--- config.mk ---
export PLATFORM = sky130hd
export DESIGN_NAME = mod_mult_serial
export DESIGN_NICKNAME = d
export VERILOG_FILES = /design/src/rtl/mod_mult_serial.sv
export SDC_FILE = /design/constraint.sdc
export NUM_CORES = 1
export LEC_CHECK = 0
export CORE_MARGIN = 2
export CORE_UTILIZATION = 36
export DETAILED_ROUTE_END_ITERATION = 10
export GPL_TIMING_DRIVEN = 0
export PLACE_DENSITY_LB_ADDON = 0.2
export SLEW_MARGIN = 5
export SYNTH_ARGS = -nofsm -noshare
export SYNTH_HDL_FRONTEND = slang
export SYNTH_SLANG_ARGS = --single-unit
--- constraint.sdc ---
create_clock -name clk -period 9 [get_ports clk]
set_clock_uncertainty 0.15 [all_clocks]
set_input_delay 1.8 -clock clk [delete_from_list [all_inputs] [get_ports clk]]
set_output_delay 1.8 -clock clk [all_outputs]
set_load 0.03 [all_outputs]
--- src/rtl/mod_mult_serial.sv ---
// rtl/mod_mult_serial.sv - digit-serial modular multiplier, z = (a*b + mac*c) mod MOD
// Horner over b digits MSB first, with a per-step shift-subtract reduction.
module mod_mult_serial #(
    parameter int MOD = 461,
    parameter int N   = 9,
    parameter int D   = 3
) (
    input  logic         clk,
    input  logic         rst,
    input  logic         in_valid,
    output logic         in_ready,
    input  logic [N-1:0] a,
    input  logic [N-1:0] b,
    input  logic [N-1:0] c,
    input  logic         mac,
    output logic         out_valid,
    input  logic         out_ready,
    output logic [N-1:0] z
);
    localparam int K  = N / D;
    localparam int TW = N + D + 1;
    localparam int CW = (K > 1) ? $clog2(K) : 1;

    localparam logic [1:0] S_IDLE = 2'd0;
    localparam logic [1:0] S_RUN  = 2'd1;
    localparam logic [1:0] S_DONE = 2'd2;

    localparam logic [N-1:0]  MOD_N = N'(MOD);
    localparam logic [TW-1:0] MOD_T = TW'(MOD);

    logic [1:0]    state;
    logic [N-1:0]  a_r, b_r, c_r, acc;
    logic          mac_r;
    logic [CW-1:0] cnt;

    logic [D-1:0]  digit;
    logic [TW-1:0] t, t_red;
    logic [N-1:0]  r, z_next;
    logic [N:0]    u;
    logic          accept, last;

    assign in_ready  = (state == S_IDLE) | ((state == S_DONE) & out_ready);
    assign out_valid = (state == S_DONE);
    assign accept    = in_valid & in_ready;
    assign last      = (cnt == CW'(K - 1));

    // b_r is shifted left each step, so the current digit is always its top D bits
    assign digit = b_r[N-1 -: D];

    // t < MOD*2^(D+1): subtracting MOD<<k for k = D..0 leaves t < MOD
    always_comb begin
        t     = (TW'(acc) << D) + TW'(a_r) * TW'(digit);
        t_red = t;
        for (int k = D; k >= 0; k--) begin
            if (t_red >= (MOD_T << k)) begin
                t_red = t_red - (MOD_T << k);
            end
        end
        r      = N'(t_red);
        u      = {1'b0, r} + (mac_r ? {1'b0, c_r} : {(N + 1){1'b0}});
        z_next = (u >= {1'b0, MOD_N}) ? N'(u - {1'b0, MOD_N}) : N'(u);
    end

    always_ff @(posedge clk or posedge rst) begin
        if (rst) begin
            state <= S_IDLE;
            a_r   <= '0;
            b_r   <= '0;
            c_r   <= '0;
            mac_r <= 1'b0;
            acc   <= '0;
            cnt   <= '0;
            z     <= '0;
        end else begin
            case (state)
                S_IDLE: ;
                S_RUN: begin
                    acc <= r;
                    cnt <= cnt + 1'b1;
                    b_r <= b_r << D;
                    if (last) begin
                        z     <= z_next;
                        state <= S_DONE;
                    end
                end
                S_DONE: begin
                    if (out_ready) begin
                        state <= S_IDLE;
                    end
                end
                default: state <= S_IDLE;
            endcase
            // An accept in DONE overrides the return to IDLE (back-to-back operation)
            if (accept) begin
                a_r   <= (a >= MOD_N) ? a - MOD_N : a;
                c_r   <= (c >= MOD_N) ? c - MOD_N : c;
                b_r   <= b;
                mac_r <= mac;
                acc   <= '0;
                cnt   <= '0;
                state <= S_RUN;
            end
        end
    end
endmodule

# Word level (Yosys, flattened, before mapping)
# Cells that the tools add are included.
dict set report op_classes {
  addsub 10
  eq_ne 6
  n_bitwise 3
  reduce_logical 4
  n_lt_le_gt_ge 7
  n_mux 18
  multipliers 1
}
# cell n
set op_table {}
lappend op_table {{$mux W9} 9}
lappend op_table {{$mux W13} 3}
lappend op_table {{$sub A9 B9 Y9 const B} 4}
lappend op_table {{$ge A9 B9 Y1 const B} 2}
lappend op_table {{$add A12 B12 Y13} 1}
lappend op_table {{$ge A13 B10 Y1 const B} 1}
lappend op_table {{$ge A13 B11 Y1 const B} 1}
lappend op_table {{$ge A13 B12 Y1 const B} 1}
lappend op_table {{$ge A13 B9 Y1 const B} 1}
lappend op_table {{$sub A13 B10 Y13 const B} 1}
lappend op_table {{$sub A13 B11 Y13 const B} 1}
lappend op_table {{$sub A13 B12 Y13 const B} 1}
lappend op_table {{$mul A9 B3 Y12} 1}
lappend op_table {{$add A9 B9 Y10} 1}
lappend op_table {{$ge A10 B9 Y1 const B} 1}
lappend op_table {{$mux W2} 5}
lappend op_table {{$pmux W2 S3} 1}
lappend op_table {{$eq A2 B2 Y1 const B} 2}
lappend op_table {{$ne A3 B1 Y1 const B} 1}
lappend op_table {{$ne A3 B3 Y1 const B} 1}
lappend op_table {{$reduce_and A3 Y1} 1}
lappend op_table {{$add A2 B1 Y2 const B} 1}
lappend op_table {{$and A1 B1 Y1} 2}
lappend op_table {{$eq A2 B1 Y1 const B} 1}
lappend op_table {{5 further kinds} 5}
dict set report word_totals {
  register_bits 50
  wordCells 57
}

# Longest topological paths before layout
# Gate-level depths: netlist of run 1.
dict set report depth {
  depth_word 13
  mapped_depth 38
  depth_no_buf 34
}

# Least setup slack after synthesis of run 1
# No wires, ideal clock.
dict set report synth_path {
  path_type {register to register}
  startpoint {reg b_r[8]}
  endpoint {reg z[5]}
  setup_ps 82
  path_stages_with_launch 34
  n_path_buf 3
  setup_slack_ps -519
  arrival_time_ps 9287
  period_less_slack_ps 9519
  cell_sequence {dfrtp_1 -> clkbuf_1 -> and2_1 -> fa_1 -> fa_1 -> ha_1 -> fa_1 -> a21o_1 -> a2111oi_1 -> a311oi_2 -> a31oi_4 -> o31ai_4 -> and3_1 -> or4_1 -> buf_2 -> nor2_1 -> a211oi_4 -> o41ai_4 -> nand3_1 -> o311ai_2 -> a21o_1 -> buf_2 -> and2_1 -> o21ai_0 -> a221o_1 -> xnor2_1 -> ha_1 -> and3_1 -> and4_1 -> or4_1 -> nor3_2 -> a41oi_4 -> or3_1 -> a31oi_1}
}
dict set report synth_between {
  elab_chain_len 13
}
# element line_no
set synth_lines {}
lappend synth_lines {{start, declared} 32} ;# logic [N-1:0] a_r, b_r, c_r, acc;
lappend synth_lines {{start signal, assigned} 80} ;# b_r <= b_r << D;
lappend synth_lines {{$mul A9 B3 Y12 (*)} 52} ;# t = (TW'(acc) << D) + TW'(a_r) * TW'(digit);
lappend synth_lines {{$add A12 B12 Y13 (*)} 52}
lappend synth_lines {{$sub A13 B12 Y13 / $ge A13 B12 Y1 (equally long branches)} {56, 55}}
lappend synth_lines {{$mux W13 (*)} 55} ;# if (t_red >= (MOD_T << k)) begin
lappend synth_lines {{$sub A13 B11 Y13 / $ge A13 B11 Y1 (equally long branches)} {56, 55}}
lappend synth_lines {{$mux W13 (*)} 55}
lappend synth_lines {{$sub A13 B10 Y13 / $ge A13 B10 Y1 (equally long branches)} {56, 55}}
lappend synth_lines {{$mux W13 (*)} 55}
lappend synth_lines {{$ge A13 B9 Y1 / $sub A9 B9 Y9 (equally long branches)} {55, 56}}
lappend synth_lines {{$mux W9 (*)} 55}
lappend synth_lines {{$add A9 B9 Y10 (*)} 60} ;# u = {1'b0, r} + (mac_r ? {1'b0, c_r} : {(N + 1){1'b0}});
lappend synth_lines {{$sub A9 B9 Y9 / $ge A10 B9 Y1 (equally long branches)} 61} ;# z_next = (u >= {1'b0, MOD_N}) ? N'(u - {1'b0, MOD_N}) : N'(u);
lappend synth_lines {{$mux W9 (*)} 61}
lappend synth_lines {{end signal, assigned} 82} ;# z <= z_next;
lappend synth_lines {{end, declared} 18} ;# output logic [N-1:0] z
# Mark *: on every way between the ends. The rest lies on a longest branch, timed or not.
# A chain may end at the register's enable or synchronous reset.

# Worst setup path after layout of run 1
dict set report layout_path {
  startpoint {reg b_r[6]}
  endpoint {reg z[5]}
}
# The elaborated chain is that of the path after synthesis.

==> impl_metrics.json, run 1 <==
{
  "synth_async_sr_flop_share_pct": 100,
  "grt_max_degree": 36,
  "cp_slowest_stage_delay_ps": 540,
  "htree_levels": 2,
  "cpMostUsedCell": "and2_4",
  "yosys.area.top_type": "dfrtp_1",
  "firstDrtPassIters": 6,
  "path_buf_inv": 7,
  "critPathArrivalTime_ps": 9140,
  "start_util_pct": 36.5,
  "vias": 6104,
  "fin_crit_sh_pct": 101,
  "ys_types": 100,
  "holdBufCountCts": 0,
  "syn-cell-area_um2": 6010,
  "synth_top_flop_cell": "dfrtp_1",
  "clock_latency_ps": 290,
  "synth_area_leaders": "dfrtp_1, nand2_1, fa_1, ha_1, o21ai_0",
  "run_status": "finished, violations left",
  "cts-root-buf": "clkbuf_16",
  "gp_congestion": 0.818,
  "viasPerCell": 5.48,
  "worst_pin_slew_ps": 697,
  "drv_cap": 0,
  "dp_hpwl_mm": 12.7,
  "drt-wirelength-per-cell_um": 15.7,
  "post_synth.cell_area_avg_um2": 7.88,
  "syn-instance-count": 762,
  "setup_slack_ps": -76.3,
  "num-fill-cells": 1593,
  "cts.path.max_buffers": 2,
  "slew_headroom_pct": 53.2,
  "track_usage_pct": 18.8,
  "io_buffers": 42,
  "synth_top_area_share_pct": 20.8,
  "rsz0062_at_grt": "true",
  "die_x_um": 133,
  "worstPathMaxFanout": 10,
  "min_path_type": "register to register",
  "cp_top_family": "simple AND/OR/NAND/NOR gates",
  "rows": 47,
  "area_growth_pct": 39.7,
  "path_class": "register to register",
  "route.detailed.drc": 0,
  "fin_hold_ws_ps": 329,
  "ys_ff_latch": 50,
  "worstPathRequired_ps": 9060,
  "endpoint_kind": "register",
  "clkTransAtPathRegs_ps": 70,
  "register_area_um2": 1250,
  "fp.dieH_um": 133,
  "slowest_stage": "nor4_4",
  "setup_viol": 3,
  "antenna_left": 0,
  "antenna_found_initial": 0,
  "grt_pass1_vias": 5718,
  "grt_pass1_wl_mm": 27.9,
  "wl_mm": 17.5,
  "yosysSeqAreaShare_pct": 20.8,
  "cts.sinks": 50,
  "violations": "negative setup slack",
  "clock.fmax_mhz": 110,
  "cts_tree": "yes",
  "io_pins": 43,
  "drive_gt1_share_pct": 26.1,
  "core_um2": 16500,
  "cts_buffers": 5,
  "die_area_um2": 17700,
  "synth_nets": 838,
  "drt-initial-drc-count": 327,
  "hold_viol": 0,
  "final_nets": 969,
  "num_antenna_cells": 0,
  "gr-total-overflow": 0,
  "multiInputGateArea_um2": 5230,
  "synth_edf_count": 0,
  "yosys_warnings": 0,
  "min_period_ps": 9080,
  "maxSlewViolCount": 0,
  "worst_setup_path_start_kind": "register"
}
-- layout by cell type (no fill, tap or decap), types with 13 or more instances in the layout --
master	instances
nand2_1	99
buf_4	78
nor2_1	52
dfrtp_1	48
inv_1	44
o21ai_0	44
clkdlybuf4s50_1	42
a21oi_1	32
nand3_1	29
and2_1	28
ha_1	19
nor3_1	16
xnor2_1	15
fa_1	15
clkbuf_1	13
-- flip-flops by register name, summed over array words and instances, names as in the netlist --
name,flops
state,2
a_r,9
b_r,9
z,9
mac_r,1
acc,9
c_r,9
cnt,2
-- final cells by class --
class	instances	area share [%]
sequential	50	14.9
timing repair buffer	129	13.5
clock inverter	3	0.522
multi-input combinational	634	62.3
clock buffer	5	1.49
buffer	23	1.70
tap	220	3.28
inverter	50	2.30
-- metrics by stage --
step	TNS (ps)	util [%]	setup slack, ps	instance area, um^2	instances
floorplan	-541	-	-208	6170	762
CTS	-335	47.4	-109	7800	1081
detailed placement	-11060	41.8	-1450	6890	1025
global route	-2460	51.0	-340	8390	1114
global placement	-11790	41.7	-1540	6870	1024
finish	-112	51.0	-76.3	8390	1114
-- worst paths after layout --
check	startpoint	endpoint	slack (ps)	depth (start not counted)
hold / removal	b_r[3]$_DFFE_PP0P_	b_r[3]$_DFFE_PP0P_	330	2
setup reg to reg	b_r[6]$_DFFE_PP0P_	z[5]$_DFFE_PP0P_	-80	35
hold reg to reg	b_r[3]$_DFFE_PP0P_	b_r[3]$_DFFE_PP0P_	330	2
max in group asynchronous	rst	b_r[7]$_DFFE_PP0P_	6550	3
setup / recovery	b_r[6]$_DFFE_PP0P_	z[5]$_DFFE_PP0P_	-80	35
min in group asynchronous	rst	b_r[0]$_DFFE_PP0P_	1650	2
-- cells in the mapped netlist, types with 4 or more instances --
cell / number
a211o_1: 6
a211oi_1: 5
a211oi_2: 5
a21o_1: 9
a21oi_1: 37
a22oi_1: 8
a311oi_1: 4
a31oi_1: 10
and2_1: 35
and3_1: 6
buf_2: 6
clkbuf_1: 18
dfrtp_1: 50
fa_1: 17
ha_1: 27
inv_1: 47
mux2i_1: 7
nand2_1: 101
nand3_1: 33
nand3b_1: 7
nand4_1: 8
nor2_1: 56
nor3_1: 21
nor4_1: 5
o211ai_1: 6
o21a_1: 5
o21ai_0: 50
o21ai_1: 7
o21bai_1: 4
o22ai_1: 5
o31ai_1: 6
or3_1: 10
or4_1: 4
xnor2_1: 25
xor2_1: 9
-- cells by family (layout without fill, tap and decap cells) --
group / count (synthesis) / count (layout) / synth area share, %
compound gates: 231 / 232 / 29.4
xor+xnor: 36 / 36 / 5.60
fa+ha+maj: 45 / 45 / 11.5
buf+inv: 79 / 210 / 5.27
flops: 50 / 50 / 20.8
mux: 10 / 10 / 1.73
simple gates: 311 / 311 / 25.7
-- routing by layer --
layer  share of wire (%)  routed length, um  track usage (%)
met1                  48               8300             26.4
met2                  48               8430             32.3
met3                 2.7                464             1.29
met4                 1.5                260             3.49
met5                   0                  0                0
-- worst register-to-register path: cells and delay by family (launching register included) --
family	cells	cell delay, ps
buffers and inverters	7	750
adders and majority gates	4	1520
and+or+nand+nor	12	3390
xor gates and xnor gates	1	280
DFF	1	400
AOI/OAI and AO/OA	11	2530
-- repair_timing --
item                                    4_1_cts  5_1_grt
pin swaps                                    44       49
buffers inserted                             48       40
endpoints found under the setup margin        9        9
resized for setup                            64       75
cloned                                        1        0
Power of run 1 is left out: the tool's default activity adds up to more than one toggle a clock period on the data nets, which glitch-free logic cannot reach.
==> run 2: changes to the inputs <==
--- a/config.mk
+++ b/config.mk
@@ -8,7 +8,8 @@
 export CORE_MARGIN = 2
 export CORE_UTILIZATION = 36
 export DETAILED_ROUTE_END_ITERATION = 10
-export GPL_TIMING_DRIVEN = 0
+export GPL_TIMING_DRIVEN = 1
+export MAX_ROUTING_LAYER = met4
 export PLACE_DENSITY_LB_ADDON = 0.2
 export SLEW_MARGIN = 5
 export SYNTH_ARGS = -nofsm -noshare
==> run 2 against run 1 <==
Compared with the run above: the run now ends clean; flip-flop and latch count unchanged; worst setup slack better by 230 ps; routed wire length up 4.1%; non-clock buffer count increased by 9; sequential share of layout area is 0.41 points higher.
==> impl_metrics.json, run 2 (synthesized netlist as in run 1, its figures left out) <==
{
  "endpoint_kind": "register",
  "antenna_left": 0,
  "start_util_pct": 36.5,
  "num-fill-cells": 1594,
  "cts.sinks": 50,
  "rows": 47,
  "worst_setup_path_start_kind": "register",
  "clock_latency_ps": 290,
  "cp-startpoint": "b_r[8]$_DFFE_PP0P_",
  "firstDrtPassIters": 5,
  "dp_cells": 1092,
  "worst_pin_slew_ps": 1030,
  "min_path_type": "register to register",
  "num_antenna_cells": 0,
  "cts_tree": "yes",
  "gp_congestion": 0.893,
  "drv_cap": 0,
  "rr_startpoint": "b_r[8]$_DFFE_PP0P_",
  "slew_headroom_pct": 30.9,
  "drt-initial-drc-count": 403,
  "io_pins": 43,
  "final_common_cell": "buf_4",
  "cpMostUsedCell": "buf_6",
  "cp_slowest_stage_delay_ps": 560,
  "hold_viol": 0,
  "vias": 6303,
  "slowest_stage": "or4_4",
  "holdPathStages": 2,
  "clkTransAtPathRegs_ps": 70,
  "dp_hpwl_mm": 14.1,
  "pre_cts_slack_ps": -161,
  "maxSlewViolCount": 0,
  "drive_gt1_share_pct": 26.8,
  "worstPathRequired_ps": 9070,
  "layout_common_cells": "buf_4, nand2_1, nor2_1",
  "worstPathMaxFanout": 7,
  "final_cells": 1122,
  "path_buf_inv": 5,
  "gr-total-overflow": 0,
  "cts_buffers": 5,
  "core_um2": 16500,
  "setup_viol": 0,
  "die_area_um2": 17700,
  "viasPerCell": 5.62,
  "cts-root-buf": "clkbuf_16",
  "setup_slack_ps": 149,
  "wl_mm": 18.2,
  "fin_crit_sh_pct": 98.3,
  "die_x_um": 133,
  "hp-start": "c_r[0]$_DFFE_PP0P_",
  "fp.dieH_um": 133,
  "drt-wirelength-per-cell_um": 16.2,
  "htree_levels": 2,
  "utilization_pct": 49.7,
  "run_status": "finished, final reports clean",
  "track_usage_pct": 20.6,
  "rsz0062_at_grt": "true",
  "grt_max_degree": 51,
  "grt_pass1_vias": 6074,
  "min_period_ps": 8850,
  "antenna_found_initial": 0,
  "clock.fmax_mhz": 113,
  "r2r_cells": 33,
  "route.detailed.drc": 0,
  "io_buffers": 42,
  "worstReg2RegEnd": "z[5]$_DFFE_PP0P_",
  "grt_pass1_wl_mm": 29.5,
  "area_growth_pct": 36.1,
  "cts.path.max_buffers": 2,
  "path_class": "register to register",
  "fin_hold_ws_ps": 328,
  "reg2reg_slack_ps": 150,
  "critPathArrivalTime_ps": 8920,
  "final_nets": 977,
  "whs_endpoint": "c_r[0]$_DFFE_PP0P_",
  "cp_top_family": "compound AO/OA/AOI/OAI gates"
}
-- run 2: timing repair --
action | in CTS | in global routing
cloned | 0 | 0
setup endpoints to repair | 9 | 9
buffers inserted | 5 | 17
pin swaps | 9 | 43
resized for setup | 18 | 78
hold buffers | 0 | 0
-- run 2: how the worst max path moves through the flow --
stage | endpoint | slack [ps] | depth (start not counted)
after floorplan | z[5]$_DFFE_PP0P_ | -210 | 34
after global placement | z[5]$_DFFE_PP0P_ | -6 | 32
after detailed placement | z[5]$_DFFE_PP0P_ | -160 | 31
after CTS | z[5]$_DFFE_PP0P_ | 2 | 33
after global routing | z[5]$_DFFE_PP0P_ | -200 | 35
final | z[5]$_DFFE_PP0P_ | 150 | 33
-- run 2: routing by layer --
layer	vias up	wire length, um	track usage (%)
met1	3049	8540	27.9
met5	-	0	-
met2	161	8690	33.7
met3	30	603	1.33
met4	0	338	5.32
li1	3063	-	-
-- run 2: worst reg2reg max path, delay by kind of cell, from the launching register on --
kind | cells | cell delay, ps
AO/OA/AOI/OAI | 13 | 2770
AND/OR/NAND/NOR | 8 | 2490
adder cells (fa/ha/maj) | 5 | 1940
buffers and inverters | 5 | 620
flip-flops | 1 | 430
multiplexers | 1 | 200
XOR/XNOR | 1 | 170
-- run 2: cell type report --
| cell class | instances | area (um^2) | share of cell area [%] |
|---|---|---|---|
| Inverter | 50 | 188 | 2.30 |
| Timing Repair Buffer | 161 | 1330 | 16.3 |
| Tap cell | 220 | 275 | 3.37 |
| Multi-Input combinational cell | 633 | 4960 | 60.6 |
| Clock buffer | 5 | 125 | 1.53 |
| Sequential cell | 50 | 1250 | 15.4 |
| Clock inverter | 3 | 43.8 | 0.536 |
-- run 2: through the flow --
stage                     area (um^2)  setup TNS (ps)
after floorplan                  6170            -541
after global placement           7420           -5.74
after detailed placement         7420            -590
after CTS                        7690               0
after global routing             8180           -1050
final                            8180               0
Power of run 2 is left out for the same reason.
